### config.mk
export PLATFORM = sky130hd
export DESIGN_NAME = stack_datapath_flat
export DESIGN_NICKNAME = d
export VERILOG_FILES = /design/src/rtl/stack_datapath_if.sv /design/src/rtl/stack_datapath.sv /design/src/flat_wrapper.sv
export SDC_FILE = /design/constraint.sdc
export NUM_CORES = 1
export LEC_CHECK = 0
export ABC_AREA = 1
export CAP_MARGIN = 40
export CORE_MARGIN = 2
export CORE_UTILIZATION = 47
export CTS_CLUSTER_SIZE = 25
export DETAILED_ROUTE_END_ITERATION = 8
export GPL_ROUTABILITY_DRIVEN = 1
export PLACE_DENSITY = 0.7
export SETUP_SLACK_MARGIN = 0.02
export SYNTH_ARGS = -nofsm -noshare
export SYNTH_HDL_FRONTEND = slang
export SYNTH_SLANG_ARGS = --single-unit
### constraint.sdc
create_clock -name clk -period 1.85 [get_ports clk]
set_input_delay 0.37 -clock clk [delete_from_list [all_inputs] [get_ports clk]]
set_output_delay 0.37 -clock clk [all_outputs]
set_load 0.05 [all_outputs]
### src/rtl/stack_datapath_if.sv
// Data-memory port shared by the datapath's load/store path and the stack sequencer.
// The master side is the datapath; the slave side is the memory (or a wait-state wrapper).
interface stack_datapath_if #(
   parameter int unsigned DATA_W = 8,
   parameter int unsigned ADDR_W = 8
);
   logic [ADDR_W-1:0] data_mem_addr;
   logic [DATA_W-1:0] data_mem_dout;
   logic [DATA_W-1:0] data_mem_din;
   logic              data_mem_rd;
   logic              data_mem_wr;
   logic              data_mem_ack;

   modport master (
      output data_mem_addr, data_mem_dout, data_mem_rd, data_mem_wr,
      input  data_mem_din, data_mem_ack
   );

   modport slave (
      input  data_mem_addr, data_mem_dout, data_mem_rd, data_mem_wr,
      output data_mem_din, data_mem_ack
   );
endinterface

### src/rtl/stack_datapath.sv
// Register file plus an empty-descending hardware stack (PUSH/POP/CALL/RET) that borrows
// the data-memory port from ordinary load/store while an operation is in flight.
module stack_datapath #(
   parameter int unsigned       DATA_W      = 8,
   parameter int unsigned       ADDR_W      = 8,
   parameter int unsigned       REG_CNT     = 16,
   parameter logic [ADDR_W-1:0] STACK_BASE  = 8'hFF,
   parameter logic [ADDR_W-1:0] STACK_LIMIT = 8'hC0,
   localparam int unsigned      RA_W        = $clog2(REG_CNT)
) (
   input  logic               clk,
   input  logic               rst_n,
   input  logic [DATA_W-1:0]  const_data,
   input  logic               wr_data_sel,
   input  logic               addr_op2_sel,
   input  logic [RA_W-1:0]    reg_addr_x,
   input  logic [RA_W-1:0]    reg_addr_y,
   input  logic               reg_wr_en,
   input  logic [DATA_W-1:0]  alu_result,
   output logic [DATA_W-1:0]  operand1,
   output logic [DATA_W-1:0]  operand2,
   output logic [ADDR_W-1:0]  jump_address,
   input  logic               ctrl_mem_rd,
   input  logic               ctrl_mem_wr,
   stack_datapath_if.master   mem,
   input  logic [2:0]         stack_op,
   input  logic               stack_req,
   input  logic [ADDR_W-1:0]  ret_pc,
   output logic               stack_busy,
   output logic               stack_done,
   output logic               stack_err,
   output logic               pc_load,
   output logic [ADDR_W-1:0]  pc_value,
   output logic [ADDR_W-1:0]  sp,
   output logic               stack_empty,
   output logic               stack_full
);
   typedef enum logic [1:0] {S_IDLE, S_MEM, S_DONE} state_t;

   localparam logic [2:0] OP_PUSH = 3'b001;
   localparam logic [2:0] OP_POP  = 3'b010;
   localparam logic [2:0] OP_CALL = 3'b011;
   localparam logic [2:0] OP_RET  = 3'b100;
   localparam logic [ADDR_W-1:0] SP_FULL = STACK_LIMIT - ADDR_W'(1);

   state_t            state_q, state_d;
   logic [DATA_W-1:0] regs_q [REG_CNT];
   logic [ADDR_W-1:0] sp_q, sp_d;
   logic [ADDR_W-1:0] pc_q, pc_d;
   logic [ADDR_W-1:0] jump_q;
   logic [2:0]        op_q;
   logic [RA_W-1:0]   dst_q;
   logic [DATA_W-1:0] data_q;
   logic              err_q, err_d;
   logic              capture;
   logic              req_err;
   logic              op_is_push;
   logic              ack_mem;

   assign operand1     = regs_q[reg_addr_x];
   assign operand2     = addr_op2_sel ? regs_q[reg_addr_y] : const_data;
   assign jump_address = operand2[ADDR_W-1:0];

   assign op_is_push  = (op_q == OP_PUSH) || (op_q == OP_CALL);
   assign stack_empty = (sp_q == STACK_BASE);
   assign stack_full  = (sp_q == SP_FULL);
   assign ack_mem     = (state_q == S_MEM) && mem.data_mem_ack;

   always_comb begin
      case (stack_op)
         OP_PUSH, OP_CALL: req_err = stack_full;
         OP_POP, OP_RET:   req_err = stack_empty;
         default:          req_err = 1'b1;
      endcase
   end

   // Stack sequencer owns the port in MEM; DONE keeps the strobes quiet for its one cycle.
   always_comb begin
      mem.data_mem_addr = jump_address;
      mem.data_mem_dout = operand1;
      mem.data_mem_rd   = ctrl_mem_rd;
      mem.data_mem_wr   = ctrl_mem_wr;
      if (state_q == S_MEM) begin
         mem.data_mem_addr = op_is_push ? sp_q : sp_q + ADDR_W'(1);
         mem.data_mem_dout = data_q;
         mem.data_mem_rd   = !op_is_push;
         mem.data_mem_wr   = op_is_push;
      end else if (state_q == S_DONE) begin
         mem.data_mem_rd = 1'b0;
         mem.data_mem_wr = 1'b0;
      end
   end

   // NOTE: every signal gets a default before the case, so no path can infer a latch.
   always_comb begin
      state_d = state_q;
      sp_d    = sp_q;
      pc_d    = pc_q;
      err_d   = 1'b0;
      capture = 1'b0;
      case (state_q)
         S_IDLE: begin
            if (stack_req) begin
               if (req_err) begin
                  err_d = 1'b1;
               end else begin
                  capture = 1'b1;
                  state_d = S_MEM;
               end
            end
         end
         S_MEM: begin
            if (mem.data_mem_ack) begin
               sp_d    = op_is_push ? sp_q - ADDR_W'(1) : sp_q + ADDR_W'(1);
               state_d = S_DONE;
               if (op_q == OP_RET)  pc_d = mem.data_mem_din[ADDR_W-1:0];
               if (op_q == OP_CALL) pc_d = jump_q;
            end
         end
         S_DONE:  state_d = S_IDLE;
         default: state_d = S_IDLE;
      endcase
   end

   // NOTE: sequential state uses non-blocking assignments so all flops update together.
   always_ff @(posedge clk or negedge rst_n) begin
      if (!rst_n) begin
         state_q <= S_IDLE;
         sp_q    <= STACK_BASE;
         pc_q    <= '0;
         err_q   <= 1'b0;
         op_q    <= '0;
         dst_q   <= '0;
         data_q  <= '0;
         jump_q  <= '0;
      end else begin
         state_q <= state_d;
         sp_q    <= sp_d;
         pc_q    <= pc_d;
         err_q   <= err_d;
         if (capture) begin
            op_q   <= stack_op;
            dst_q  <= reg_addr_x;
            data_q <= (stack_op == OP_CALL) ? DATA_W'(ret_pc) : operand1;
            jump_q <= jump_address;
         end
      end
   end

   // NOTE: the register file is small flop storage that must read as zero after reset,
   // so it is reset explicitly rather than left to power-up contents like a RAM.
   always_ff @(posedge clk or negedge rst_n) begin
      if (!rst_n) begin
         for (int i = 0; i < int'(REG_CNT); i++) regs_q[i] <= '0;
      end else if ((state_q == S_IDLE) && reg_wr_en) begin
         regs_q[reg_addr_x] <= wr_data_sel ? mem.data_mem_din : alu_result;
      end else if (ack_mem && (op_q == OP_POP)) begin
         regs_q[dst_q] <= mem.data_mem_din;
      end
   end

   assign stack_busy = (state_q != S_IDLE);
   assign stack_done = (state_q == S_DONE) || err_q;
   assign stack_err  = err_q;
   assign pc_load    = (state_q == S_DONE) && ((op_q == OP_CALL) || (op_q == OP_RET));
   assign pc_value   = pc_q;
   assign sp         = sp_q;
endmodule

### src/flat_wrapper.sv
// flat-port wrapper written by rule: the top's interface ports become plain ports
module stack_datapath_flat 
#(
   parameter int unsigned       DATA_W      = 8,
   parameter int unsigned       ADDR_W      = 8,
   parameter int unsigned       REG_CNT     = 16,
   parameter logic [ADDR_W-1:0] STACK_BASE  = 8'hFF,
   parameter logic [ADDR_W-1:0] STACK_LIMIT = 8'hC0,
   localparam int unsigned      RA_W        = $clog2(REG_CNT)
)
  (clk, rst_n, const_data, wr_data_sel, addr_op2_sel, reg_addr_x, reg_addr_y, reg_wr_en, alu_result, operand1, operand2, jump_address, ctrl_mem_rd, ctrl_mem_wr, stack_op, stack_req, ret_pc, stack_busy, stack_done, stack_err, pc_load, pc_value, sp, stack_empty, stack_full, mem_data_mem_addr, mem_data_mem_dout, mem_data_mem_rd, mem_data_mem_wr, mem_data_mem_din, mem_data_mem_ack);
  stack_datapath_if #(.DATA_W(DATA_W), .ADDR_W(ADDR_W)) mem_i ();
  input  logic clk;
  input  logic rst_n;
  input  logic [DATA_W-1:0] const_data;
  input  logic wr_data_sel;
  input  logic addr_op2_sel;
  input  logic [RA_W-1:0] reg_addr_x;
  input  logic [RA_W-1:0] reg_addr_y;
  input  logic reg_wr_en;
  input  logic [DATA_W-1:0] alu_result;
  output logic [DATA_W-1:0] operand1;
  output logic [DATA_W-1:0] operand2;
  output logic [ADDR_W-1:0] jump_address;
  input  logic ctrl_mem_rd;
  input  logic ctrl_mem_wr;
  input  logic [2:0] stack_op;
  input  logic stack_req;
  input  logic [ADDR_W-1:0] ret_pc;
  output logic stack_busy;
  output logic stack_done;
  output logic stack_err;
  output logic pc_load;
  output logic [ADDR_W-1:0] pc_value;
  output logic [ADDR_W-1:0] sp;
  output logic stack_empty;
  output logic stack_full;
  output wire logic [$bits(mem_i.data_mem_addr)-1:0] mem_data_mem_addr;
  output wire logic [$bits(mem_i.data_mem_dout)-1:0] mem_data_mem_dout;
  output wire logic [$bits(mem_i.data_mem_rd)-1:0] mem_data_mem_rd;
  output wire logic [$bits(mem_i.data_mem_wr)-1:0] mem_data_mem_wr;
  input wire logic [$bits(mem_i.data_mem_din)-1:0] mem_data_mem_din;
  input wire logic [$bits(mem_i.data_mem_ack)-1:0] mem_data_mem_ack;
  assign mem_data_mem_addr = mem_i.data_mem_addr;
  assign mem_data_mem_dout = mem_i.data_mem_dout;
  assign mem_data_mem_rd = mem_i.data_mem_rd;
  assign mem_data_mem_wr = mem_i.data_mem_wr;
  assign mem_i.data_mem_din = mem_data_mem_din;
  assign mem_i.data_mem_ack = mem_data_mem_ack;
  stack_datapath #(.DATA_W(DATA_W), .ADDR_W(ADDR_W), .REG_CNT(REG_CNT), .STACK_BASE(STACK_BASE), .STACK_LIMIT(STACK_LIMIT)) u_core (.clk(clk), .rst_n(rst_n), .const_data(const_data), .wr_data_sel(wr_data_sel), .addr_op2_sel(addr_op2_sel), .reg_addr_x(reg_addr_x), .reg_addr_y(reg_addr_y), .reg_wr_en(reg_wr_en), .alu_result(alu_result), .operand1(operand1), .operand2(operand2), .jump_address(jump_address), .ctrl_mem_rd(ctrl_mem_rd), .ctrl_mem_wr(ctrl_mem_wr), .mem(mem_i), .stack_op(stack_op), .stack_req(stack_req), .ret_pc(ret_pc), .stack_busy(stack_busy), .stack_done(stack_done), .stack_err(stack_err), .pc_load(pc_load), .pc_value(pc_value), .sp(sp), .stack_empty(stack_empty), .stack_full(stack_full));
endmodule
==> results.md <==
- Status: finished, violations left
- Failing checks: setup timing
- Via count: ~15000
- Final Hold Fails: 0
- Mapped Area: 0.0119 mm2
- Synth Flop Type: dfrtp_1
- Area contributors post-synth: dfrtp_1 34%, nand2_1 25%, nand3_1 11%, o22ai_1 3.9%, o211ai_1 2.6%
- Yosys warns: 0
- Core area: 0.0250 mm2
- # DRC: 0
- Power Dens Cells: 1030 mW/mm2
- # port buffers: about 120
- Data arrival, critical path: 2.11 ns
- Cell repeated most along the worst path: nand2_2
- Setup violations, final: 70
- Worst VDD drop: just under 0.7 mV
- Internal power: 11.0 mW
- CP required: 1.48 ns
- Fin nets: between 2000 and 2500
- Post-synthesis register bit count: 170
- First-pass GRT wire length: 83.4 mm
- Post-synth top cells: 799 x nand2_1, 254 x nand3_1, 162 x dfrtp_1
- Max Cap Violations: 0
- CP endpoint kind: primary output
- Psw: 8.51 mW
- Initial Utilization: 47.7%
- Critical-path top delay cell: dfstp_4
- Final Core Density: 75.6%
- Worst setup margin: -0.627 ns
- Htree depth: 4
- I/O pin cnt: 116
- Hold depth: 3
- Syn_area_per_cell: 6.56 um2
- Worst skew pair latency: 0.45 ns
- Clock power share: 20.0%
- Lkg Pwr: 9.28 nW
- Min-delay src: reg_addr_x[3]
- Final Instance Area: roughly 0.019 mm2
- TritonCTS buffer count: 17
- Number of global-route vias before repair: around 14000
- Placed instance area: between 0.015 and 0.02 mm2
- Share of cells above drive strength 1: 36.9%
- Clock transition at path regs: 0.07 ns
- Setup Crit Path Kind: flop to primary output
- Final Cycle Share: 134%
- FF-to-FF path depth: 13
- Simple-gate share of the synthesized area: 44.7%
- Top-area cell type share of the netlist area: 33.9%
- Worst reg2reg startpoint: u_core.sp[0]$_DFFE_PN1P_
- Crit-path max cell delay: 0.67 ns
- WP buf/inv: 1
- Post-synth cell types: 47
- Setup crit start kind: flop
- Final GP Congestion: 1.05
- 1st-pass router iterations: 7
- Antenna Nets Post-Route: 0
- Fillers: 1840
- Worst hold margin: roughly 0.43 ns
- CP top delay family: flip-flops
- Crit path cell chain: ha_4 > nand3_4 > nor2_4 > nand2_2 > nor3_2 > o21ai_1 > nand2_2 > buf_12
- Clock sink count: 170
- Reg2reg setup slack: -0.36 ns
- WHS Endpoint: u_core.dst_q[3]$_DFFE_PN0P_
- Max clock buf depth: 2
- Slew Limit Fails: 0
- Sw frac: 43.7%
- Largest family of logic cells by synthesized area: simple AND/OR/NAND/NOR gates
- Crit Path Max Fanout: 5
- Syn Nets: 1874
- Placement Rows: 58
- Total GRT Usage: 41.5%
- Xor/xnor share of the synthesized area: 0.367%
- Post-synthesis compound-gate area fraction: 11.5%
- Adder-cell area share of the yosys netlist: 0.210%
- Detail Placement HPWL: between 30 and 40 mm
- RSZ-0062 raised after global routing: yes
- Normalized max-slew margin: between 50 and 60%
- Part of the Yosys area used for sequential elements: 35.7%
- Worst Skew: 0.0105 ns
- Die span in y: 163 um
- Mux share of post-synthesis cell area: 0%
- HP Class: input port to flop
- CTS Root Cell: clkbuf_16
- Total grt overflow: 0
- Final min period: 2.48 ns
- Sequential power share: around 30%
- Number of synthesized flops with an enable pin: 0
- Die width: 163 um
- Gate power share: ~51%
- Worst slew pin tran: 0.600 ns
- WL/cell: 22.5 um
- DRT iter0 DRCs: ~2100
- TritonCTS clock tree: yes
- Synth area leader: dfrtp_1
- Worst flop-to-flop path endpoint: u_core.op_q[0]$_DFFE_PN0P_
- Fmax: 0.404 GHz
- Detail-routed via count per cell: 6.02
- Syn Inst Count: 1820
- Count leader, synth: nand2_1
- Area Overhead vs Synth: 58.5%
- # diodes: 0
- Fraction of registers with async set/reset: 100%
- Largest net degree at the start of global routing: 98
- Die area: 0.0267 mm2
- Antenna violations before repair: 1
- Detailed Route WL: around 57 mm
worst register-to-register path, cell delays in order, from the launching register on:
cell and delay [ns]:
dfstp_4 0.67, ha_4 0.16, nand3_4 0.08, nor2_4 0.16, buf_4 0.13, nand2_2 0.07, buf_6 0.14, nand2_2 0.07
nand2_4 0.07, nand2_8 0.16, buf_12 0.14, buf_16 0.12, nand2_1 0.08, o21ai_2 0.07
how the worst max path moves through the flow:
stage / slack (ns) / depth (start not counted) / endpoint / startpoint
floorplan: -0.12 / 7 / mem_data_mem_addr[6] / u_core.sp[0]$_DFFE_PN1P_
global placement: -0.77 / 10 / mem_data_mem_dout[0] / reg_addr_x[1]
detailed placement: -0.76 / 10 / mem_data_mem_dout[5] / reg_addr_x[1]
CTS: -0.57 / 8 / mem_data_mem_addr[5] / u_core.sp[0]$_DFFE_PN1P_
global route: -0.71 / 8 / mem_data_mem_addr[4] / u_core.sp[0]$_DFFE_PN1P_
finish: -0.63 / 8 / mem_data_mem_addr[6] / u_core.sp[0]$_DFFE_PN1P_
power groups by stage:
| stage | Combinational [mW] | Clock [mW] | Sequential, mW |
|---|---|---|---|
| after floorplan | 4.13 | 0 | 6.00 |
| after global placement | 7.93 | 0 | 5.68 |
| after detailed placement | 8.03 | 0 | 5.70 |
| after CTS | 8.96 | 3.89 | 5.66 |
| after global routing | 10.4 | 4.03 | 5.81 |
| final | 9.83 | 3.90 | 5.75 |
logic make-up (layout without fill, tap and decap cells):
| family | after synthesis | count (layout) |
|---|---|---|
| AOI/OAI and AO/OA | 223 | 223 |
| xor gates and xnor gates | 5 | 5 |
| adders and majority gates | 2 | 2 |
| buffers and inverters | 199 | 580 |
| DFF | 170 | 170 |
| and+or+nand+nor | 1221 | 1223 |
routing by layer:
layer / up-vias / routed length, um / track usage, %
li1: 6743 / - / -
met1: 7091 / 21300 / 53.6
met2: 1142 / 25500 / 64.3
met3: 270 / 6290 / 8.30
met4: 2 / 4010 / 25.1
met5: - / 9 / 0
flip-flops by register name, summed over array words and instances, names as in the netlist:
signal            flops
u_core.dst_q          4
u_core.data_q         8
u_core.regs_q       128
u_core.jump_q         8
u_core.pc_value       8
u_core.op_q           3
u_core.sp             8
u_core.stack_err      1
u_core.state_q        2
placed cells by master, fill, tap and decap left out, drive strengths merged, types with 37 or more instances in the layout:
cell / count
o22ai: 75
nand3: 272
o21ai: 57
nor2: 84
o211ai: 41
a21oi: 37
clkdlybuf4s50: 42
nand2: 822
inv: 100
dfrtp: 162
buf: 396
per-stage QoR:
| step | TNS [ns] | setup slack, ns | power (mW) | std cells |
|---|---|---|---|---|
| 3_3_place_gp | -66.68 | -0.767 | 13.6 | 2405 |
| 6_report | -22.01 | -0.627 | 19.5 | 2533 |
| 2_1_floorplan | -1.79 | -0.120 | 10.1 | 1820 |
| 5_1_grt | -25.57 | -0.713 | 20.2 | 2533 |
| 3_5_place_dp | -69.82 | -0.760 | 13.7 | 2405 |
| 4_1_cts | -16.83 | -0.567 | 18.5 | 2485 |
final cells by class:
class	count	area [um2]	share of cell area, %
Timing Repair inverter	2	25.0	0.132
Tap cell	330	413	2.18
Clock buffer	20	457	2.41
Timing Repair Buffer	448	4960	26.2
Inverter	98	454	2.40
Multi-Input combinational cell	1453	8190	43.2
Clock inverter	12	155	0.820
Sequential cell	170	4290	22.6
timing repair:
item | 4_1_cts | 5_1_grt
endpoints found under the setup margin | 92 | 152
cloned | 11 | 5
endpoints found under the hold margin | 78 | 0
setup buffers | 43 | 49
hold buffers | 1 | 0
gates resized for setup | 281 | 157
pin swaps | 136 | 134
No activity file was read; power rests on OpenSTA's default activity.
